File: src/rtl/mem_port_arbiter.sv
// mem_port_arbiter: round-robin arbiter sharing one single-ported data memory between two requesters
// Ports:
//   clk, reset                  rising-edge clock, synchronous active-high reset
//   req0/1, we0/1, addr0/1,     per-port request; we/addr/wdata sampled at grant
//   wdata0/1
//   ack0/1, rdata0/1            one-cycle completion pulse, registered read data per port
//   busy                        high while an access is in ACCESS or DONE
//   MemRead, memWrite,          memory controls and latched address/data
//   Address, write_data
//   read_data                   memory read return
module mem_port_arbiter #(
  parameter int WAIT_CYCLES = 2,
  parameter int AW          = 32,
  parameter int DW          = 32
) (
  input  logic          clk,
  input  logic          reset,
  input  logic          req0,
  input  logic          req1,
  input  logic          we0,
  input  logic          we1,
  input  logic [AW-1:0] addr0,
  input  logic [AW-1:0] addr1,
  input  logic [DW-1:0] wdata0,
  input  logic [DW-1:0] wdata1,
  output logic          ack0,
  output logic          ack1,
  output logic [DW-1:0] rdata0,
  output logic [DW-1:0] rdata1,
  output logic          busy,
  output logic          MemRead,
  output logic          memWrite,
  output logic [AW-1:0] Address,
  output logic [DW-1:0] write_data,
  input  logic [DW-1:0] read_data
);
  typedef enum logic [1:0] {IDLE, ACCESS, DONE} state_t;
  state_t        r_state, w_next;
  logic          r_ptr, r_owner, r_we;
  logic [3:0]    r_cnt;
  logic [AW-1:0] r_addr;
  logic [DW-1:0] r_wdata, r_rdata0, r_rdata1;
  logic          w_grant, w_win, w_last;
  assign w_grant = (r_state == IDLE) && (req0 || req1);
  // 1 selects port 1; the pointer only breaks ties when both ports request
  assign w_win   = (req0 && req1) ? r_ptr : req1;
  assign w_last  = (r_cnt == 4'd0);
  always_ff @(posedge clk)
    if (reset) r_state <= IDLE;
    else       r_state <= w_next;
  always_comb begin
    w_next = r_state;
    w_next = (r_state == IDLE)   ? (w_grant ? ACCESS : IDLE) :
             (r_state == ACCESS) ? (w_last ? DONE : ACCESS) : IDLE;
  end
  always_ff @(posedge clk)
    if (reset) begin
      r_ptr    <= 1'b0;
      r_owner  <= 1'b0;
      r_we     <= 1'b0;
      r_cnt    <= 4'd0;
      r_addr   <= '0;
      r_wdata  <= '0;
      r_rdata0 <= '0;
      r_rdata1 <= '0;
    end else begin
      if (w_grant) begin
        r_owner <= w_win;
        r_we    <= w_win ? we1 : we0;
        r_addr  <= w_win ? addr1 : addr0;
        r_wdata <= w_win ? wdata1 : wdata0;
        r_cnt   <= 4'(WAIT_CYCLES);
        r_ptr   <= ~w_win;
      end
      if (r_state == ACCESS && !w_last) r_cnt <= r_cnt - 4'd1;
      if (r_state == ACCESS && w_last && !r_we && !r_owner) r_rdata0 <= read_data;
      if (r_state == ACCESS && w_last && !r_we &&  r_owner) r_rdata1 <= read_data;
    end
  assign MemRead    = (r_state == ACCESS) && !r_we;
  assign memWrite   = (r_state == ACCESS) &&  r_we;
  assign ack0       = (r_state == DONE) && !r_owner;
  assign ack1       = (r_state == DONE) &&  r_owner;
  assign busy       = (r_state == ACCESS) || (r_state == DONE);
  assign Address    = r_addr;
  assign write_data = r_wdata;
  assign rdata0     = r_rdata0;
  assign rdata1     = r_rdata1;
endmodule

File: config.mk
export PLATFORM = sky130hd
export DESIGN_NAME = mem_port_arbiter
export DESIGN_NICKNAME = d
export VERILOG_FILES = /design/src/rtl/mem_port_arbiter.sv
export SDC_FILE = /design/constraint.sdc
export NUM_CORES = 1
export LEC_CHECK = 0
export CORE_MARGIN = 10
export CORE_UTILIZATION = 25
export CTS_CLUSTER_DIAMETER = 60
export DETAILED_ROUTE_END_ITERATION = 10
export PLACE_DENSITY_LB_ADDON = 0.12
export REMOVE_ABC_BUFFERS = 1
export SYNTH_ARGS = -nofsm -noshare
export SYNTH_HDL_FRONTEND = slang
export SYNTH_SLANG_ARGS = --single-unit
File: constraint.sdc
create_clock -name clk -period 3.2 [get_ports clk]
set_input_delay 0.32 -clock clk [delete_from_list [all_inputs] [get_ports clk]]
set_output_delay 0.32 -clock clk [all_outputs]
set_load 0.01 [all_outputs]
# After elaboration in Yosys (flattened, before gate mapping)
# Cells that the tools add are included.
# word_totals
regBits	137
input_bits	166
word_cells	42
# op_classes
eq_ne	2
n_addsub	1
n_reduce_logical	19
mux	10
n_bitwise	1
# op_table
operator	n
$mux 32	2
$logic_and 1x1->1	11
$mux 4	2
$mux 2	3
$logic_not 4->1	1
$sub 4x1->4 const B	1
$logic_not 1->1	3
$mux 1	3
$eq 2x1->1 const B	1
$eq 2x2->1 const B	1
$logic_not 2->1	1
$logic_or 1x1->1	2
$reduce_bool 2->1	1
$not 1->1	1

# Longest topological paths before layout
# Gate-level depths: netlist of the first run.
# logic_depth
depth_word	4
ltp_mapped	8

# Worst setup path before layout of the first run
# OpenSTA, ideal clock, no wires.
# synth_timing
kind	reg-to-reg
start	reg r_state[0]
end	reg r_addr[28], in the netlist Address[28]
t_arrival_ns	1.429
path_stages_with_launch	8
setup_ns	0.122
setup_slack_ns	1.649
period_less_slack_ns	1.551
path_buffers	2
cell_sequence	dfxtp_1 -> inv_1 -> ha_1 -> o21a_1 -> buf_4 -> buf_2 -> nor3b_1 -> a221o_1
# synth_between
elab_chain_len	2
# synth_lines
item	line_no	rtl
start, declared	38	state_t r_state, w_next;
start signal, assigned	50	else r_state <= w_next;
$logic_not 2->1	44	assign w_grant = (r_state == IDLE) && (req0 || req1);
$logic_and 1x1->1	44	
end signal, assigned	70	r_addr <= w_win ? addr1 : addr0;
end, declared	41	logic [AW-1:0] r_addr;
# Every way passes these cells.
# A chain may end at the register's enable or synchronous reset.

# Worst setup path in the final report of the first run
# layout_timing
start	reg r_state[1]
end	out MemRead
# layout_between
elab_chain_len	2
# layout_lines
item	line_no	rtl
$eq 2x1->1	79	assign MemRead = (r_state == ACCESS) && !r_we;
$logic_and 1x1->1	79	
end, declared	31	output logic MemRead,
# Every way passes these cells.

==> results.yml, run 1 <==
worst_setup_path:
  crit_family: "buffers and inverters"
  slowest_stage: "clkdlybuf4s50_1"
  cp.depth: 4
  worstPathMaxFanout: 10
  crit_path_end_kind: "output pin"
  setup.worst_path.start_class: "flop"
  cp.buffers_inverters: 2
  max_stage_delay_ns: 0.55
  critPathKind: "reg2out"
  required_ns: 2.88
  cp_cell_sequence: "inv_1 > ha_1 > nor2b_1 > clkdlybuf4s50_1"
  reg2reg_depth: 6
  critical_path_arrival_ns: 1.93
  ff2ff_setup_slack_ns: 1.17
yosys:
  synth_cell_types: 34
  postSynth.asyncResetShare: 0
  yosysTopAreaCell: "dfxtp_1"
  synth.area.top_cells: "dfxtp_1 (48%), a221o_1 (11%), mux2i_1 (11%)"
  synth_flop_cell: "dfxtp_1"
  syn_area_per_cell_um2: 11.0
  ys_warn_count: 0
  synth-edff-count: 0
  ys_seq_elements: 137
  netlist.area_leader.share: 0.479
  synth_seq_area_share: 0.479
  synthCells: 521
  netlist_area_um2: 5730
pwr:
  p_int_mw: 3.73
  leakage_nw: 3.57
  ir_drop_mv: 0.304
  switching_power_mw: 1.22
  clkPwrFrac: 0.427
  power.total_mw: 4.96
  seqPwrFrac: 0.384
  combPwrFrac: 0.189
  p_per_area_nw_per_um2: 519
  netSwitchingFraction: 0.247
floorplanning:
  die_y_um: 171
  die_area_um2: 29400
  ioPinCount: 299
  core.rowCount: 55
  start_util: 0.254
  fp.dieW_um: 171
  core_area_um2: 22600
global_route:
  grt_max_degree: 127
  grtUsageTotal: 0.139
  antenna_found_initial: 1
  grt_pass1_wl_mm: 31.9
  grt_pass1_vias: 5489
  globalRouteOverflowTotal: 0
sta:
  postLayoutSetupSlackWorst_ns: 0.953
  slew_headroom: 0.486
  final_hold_viol_count: 0
  worst_slew_pin_slew_ns: 0.771
  max_freq_mhz: 445
  finalCritPeriodShare: 0.702
  drv_slew: 0
  final-setup-viol-count: 0
  fin_crit_ns: 2.25
  skew_ns: 0.0108
  rsz0062_at_grt: "no"
clocking:
  cts_tree: "done"
  numClockSinks: 137
  cts_root_buf: "clkbuf_16"
  clk_latency_ns: 0.41
  holdBufCountCts: 0
  clkTransAtPathRegs_ns: 0.06
  post-cts-setup-buffers: 0
  cts_buffers: 17
  post_cts_resized: 0
  cts_max_level: 4
  clk_path_buf_depth: 2
placement:
  dp_hpwl_mm: 15.5
  place_ws_ns: 1.06
  gp_congestion: 0.787
  numPortBuffers: 298
hold_path:
  hold_path_class: "in2reg"
  whs_path_depth: 2
cells_and_area:
  multiInputGateArea_um2: 2730
  fin_nets: 968
  n_fill_cell: 2134
  drive_gt1_frac: 0.0532
  final-seq-area_um2: 2740
  area_growth_pct: 66.5
detailed_routing:
  drc: 0
  drtPass1Iterations: 4
  drtIter0Drc: 237
  viasPerCell: 4.61
  routed_wl_mm: 21.0
  dr_total_vias: 5045
  drt.antenna.violating_nets: 0
  wl_per_cell_um: 19.2
job:
  maxCapViolations: 0
status:
  run_status: "finished, final reports clean"
[worst paths after layout]
check                                             start                      end
worst max-delay path              r_state[1]$_SDFF_PP0_                  MemRead
worst min-delay path                              reset     r_owner$_SDFFE_PP0P_
worst max register to register    r_state[0]$_SDFF_PP0_  Address[9]$_SDFFE_PP0P_
worst min register to register  rdata0[19]$_SDFFE_PP0P_  rdata0[19]$_SDFFE_PP0P_
[registers in the layout, summed over array words and instances, names as in the netlist]
signal      cells
r_we            1
Address        32
r_ptr           1
r_cnt           4
r_state         2
r_owner         1
rdata0         32
rdata1         32
write_data     32
[synthesized netlist by cell type (all sizes together), types with 3 or more instances]
cell and instances:
a211oi 3, a21oi 3, a221o 65, buf 32, clkbuf 16, dfxtp 137
ha 5, inv 5, mux2i 64, nand2b 96, nor2b 3, nor3 5
nor3b 66
[area by class of cell]
cell class              count  share of cell area
clock inverters            12              0.0198
clock buffers              19              0.0464
inverters                   5             0.00197
flip-flops and latches    137               0.287
diodes                      1            0.000262
well taps                 285              0.0374
multi-input cells         331               0.286
repair buffers            305               0.320
[power groups by stage]
stage | logic (mW) | registers (mW) | clock network [mW]
after floorplan | 0.308 | 1.99 | 0
after global placement | 0.944 | 1.94 | 0
after detailed placement | 0.949 | 1.94 | 0
after CTS | 0.952 | 1.91 | 2.20
after global routing | 1.01 | 1.92 | 2.25
final | 0.937 | 1.90 | 2.11
[placed cells by master (no fill, tap or decap), types with 2 or more instances in the layout]
master,netlist,final
mux2i_1,64,64
ha_1,5,5
nor2b_1,3,3
clkdlybuf4s50_1,0,297
inv_1,5,5
nor3b_1,66,66
nand2_1,2,2
dfxtp_1,137,137
a311oi_1,2,2
nor3_1,4,3
a221o_1,65,65
a211oi_1,3,2
a21oi_1,3,3
buf_4,5,6
nand3b_1,2,2
inv_6,0,3
clkinv_4,0,4
and2_1,2,2
nand2b_1,96,96
clkbuf_16,0,17
bufinv_16,0,4
buf_12,0,2
[routing by layer]
layer	part of all wire	vias to the layer above	wire, um	global-route usage
met5	0.00043	-	9	0
met4	0.0095	2	201	0.0352
met3	0.14	13	2850	0.0866
met2	0.45	220	9390	0.221
met1	0.41	2356	8600	0.152
li1	-	2454	-	-
[logic make-up after synthesis]
family,after synthesis,share of synthesized area
flops,137,0.479
mux,64,0.112
compound gates,79,0.131
simple gates,183,0.220
buf+inv,53,0.0480
fa+ha+maj,5,0.0109
[stage by stage]
stage          instance area [um2]  std cells  TNS (ns)  hold slack (ns)   util
3_3_place_gp                  8910       1063         0            0.458  0.395
4_1_cts                       9540       1094         0            0.377  0.423
3_5_place_dp                  8910       1063         0            0.463  0.395
5_1_grt                       9540       1094         0            0.421  0.423
2_1_floorplan                 5470        473   -106.81            0.389      -
6_report                      9540       1095         0            0.403  0.423
Power figures use the tool's default switching activity.
==> run 2, diff against run 1 <==
==> constraint.sdc (replaced) <==
create_clock -name clk -period 2.3 [get_ports clk]
set_input_delay 0.23 -clock clk [delete_from_list [all_inputs] [get_ports clk]]
set_output_delay 0.23 -clock clk [all_outputs]
set_load 0.01 [all_outputs]
==> run 2 against run 1 <==
Total power rose by 41%. Flip-flop and latch count is the same. Count of clock-buffer cells in the layout rose by 1. Clock skew rose by 0.0038 ns. Sequential share of layout area fell by 0.27 points. Utilization increased by 0.40 points. Register-to-register slack got worse by 0.70 ns. Worst setup slack lost 0.84 ns. Largest cell class unchanged.
==> results.yml, run 2 (synthesized netlist as in run 1, its figures left out) <==
placement:
  placed_area_um2: 8990
  numPortBuffers: 298
  gp_congestion: 0.779
  placedCellCount: 1067
  dp_hpwl_mm: 15.7
worst_setup_path:
  worstPathMaxFanout: 10
  ff2ff_setup_slack_ns: 0.47
  crit_path_end_kind: "output pin"
  critPathKind: "reg2out"
  r2r_end: "r_cnt[3]$_SDFFE_PP0P_"
  cp-endpoint: "MemRead"
  crit_start: "r_state[1]$_SDFF_PP0_"
  reg2reg_depth: 5
  setup.worst_path.start_class: "flop"
  required_ns: 2.07
  r2r_start: "r_state[1]$_SDFF_PP0_"
  critical_path_arrival_ns: 1.95
cells_and_area:
  fin_nets: 972
  final_cell_count_no_fill: 1099
  final-seq-area_um2: 2740
  diodes: 0
  layout_common_cells: "clkdlybuf4s50_1 (297), dfxtp_1 (137), nand2b_1 (96), nor3b_1 (66), a221o_1 (65)"
  multiInputGateArea_um2: 2730
  drive_gt1_frac: 0.0590
  area_growth_pct: 68.1
  n_fill_cell: 2172
  final_common_cell: "clkdlybuf4s50_1"
  fin_area_um2: 9630
sta:
  drv_slew: 0
  worst_slew_pin_slew_ns: 0.443
  setup-tns-final_ns: 0
  rsz0062_at_grt: "no"
  finalCritPeriodShare: 0.949
  skew_ns: 0.0146
  slew_headroom: 0.705
  final-setup-viol-count: 0
  fin_crit_ns: 2.18
  max_freq_mhz: 458
  final_hold_viol_count: 0
floorplanning:
  die_area_um2: 29400
  core_area_um2: 22600
  fp.dieW_um: 171
  die_y_um: 171
  start_util: 0.254
  core.rowCount: 55
  ioPinCount: 299
job:
  maxCapViolations: 0
clocking:
  holdBufCountCts: 0
  cts_max_level: 4
  post-cts-setup-buffers: 0
  post_cts_resized: 0
  cts_buffers: 17
  numClockSinks: 137
  cts_root_buf: "clkbuf_16"
  clk_path_buf_depth: 2
  clk_latency_ns: 0.42
  clkTransAtPathRegs_ns: 0.06
  cts_tree: "done"
detailed_routing:
  routed_wl_mm: 21.3
  drt.antenna.violating_nets: 0
  wl_per_cell_um: 19.4
  viasPerCell: 4.67
  drtPass1Iterations: 7
  drc: 0
  drtIter0Drc: 236
  dr_total_vias: 5131
pwr:
  p_per_area_nw_per_um2: 728
  leakage_nw: 3.61
  ir_drop_mv: 0.373
global_route:
  globalRouteOverflowTotal: 0
  antenna_found_initial: 0
  grt_pass1_wl_mm: 32.2
  grt_pass1_vias: 5544
  grtUsageTotal: 0.141
  grt_max_degree: 109
hold_path:
  hold_path_class: "in2reg"
status:
  run_status: "finished, final reports clean"
-- run 2: worst min-delay path by stage --
stage / startpoint / end / cells past startpoint
6_report: reset / r_state[0]$_SDFF_PP0_ / 2
5_1_grt: reset / r_state[0]$_SDFF_PP0_ / 2
4_1_cts: reset / r_state[0]$_SDFF_PP0_ / 2
3_5_place_dp: rdata0[16]$_SDFFE_PP0P_ / rdata0[16]$_SDFFE_PP0P_ / 2
3_3_place_gp: rdata0[9]$_SDFFE_PP0P_ / rdata0[9]$_SDFFE_PP0P_ / 2
2_1_floorplan: reset / r_cnt[3]$_SDFFE_PP0P_ / 1
-- run 2: area by class of cell --
class | count | share of cell area
Timing Repair Buffer | 309 | 0.326
Tap cell | 285 | 0.0370
Sequential cell | 137 | 0.285
Multi-Input combinational cell | 331 | 0.284
Clock buffer | 20 | 0.0474
Clock inverter | 12 | 0.0195
Inverter | 5 | 0.00195
-- run 2: metal layers --
metal / up-vias / global-route usage / share of wire
met5: - / 0 / 0
met1: 2412 / 0.160 / 0.41
li1: 2467 / - / -
met4: 0 / 0.0446 / 0.012
met2: 236 / 0.216 / 0.45
met3: 16 / 0.0841 / 0.13
-- run 2: through the flow --
stage               setup WS, ns   util  hold WS (ns)  total power [mW]
CTS                       0.0715  0.427         0.222              7.13
global placement           0.499  0.398         0.460              4.02
global route              0.0130  0.427         0.245              7.33
finish                     0.116  0.427         0.245              7.01
floorplan                  -2.54      -         0.299              3.19
detailed placement         0.428  0.398         0.464              4.05
-- run 2: critical path: stages, from the launching register on --
cell and delay, ns:
dfxtp_1 0.32, inv_1 0.08, ha_1 0.40, nor2b_1 0.19
clkdlybuf4s50_1 0.55
-- run 2: report_power, final --
| group | internal, mW | switching, mW |
|---|---|---|
| Combinational | 0.799 | 0.526 |
| Clock | 1.89 | 1.14 |
| Sequential | 2.55 | 0.0969 |
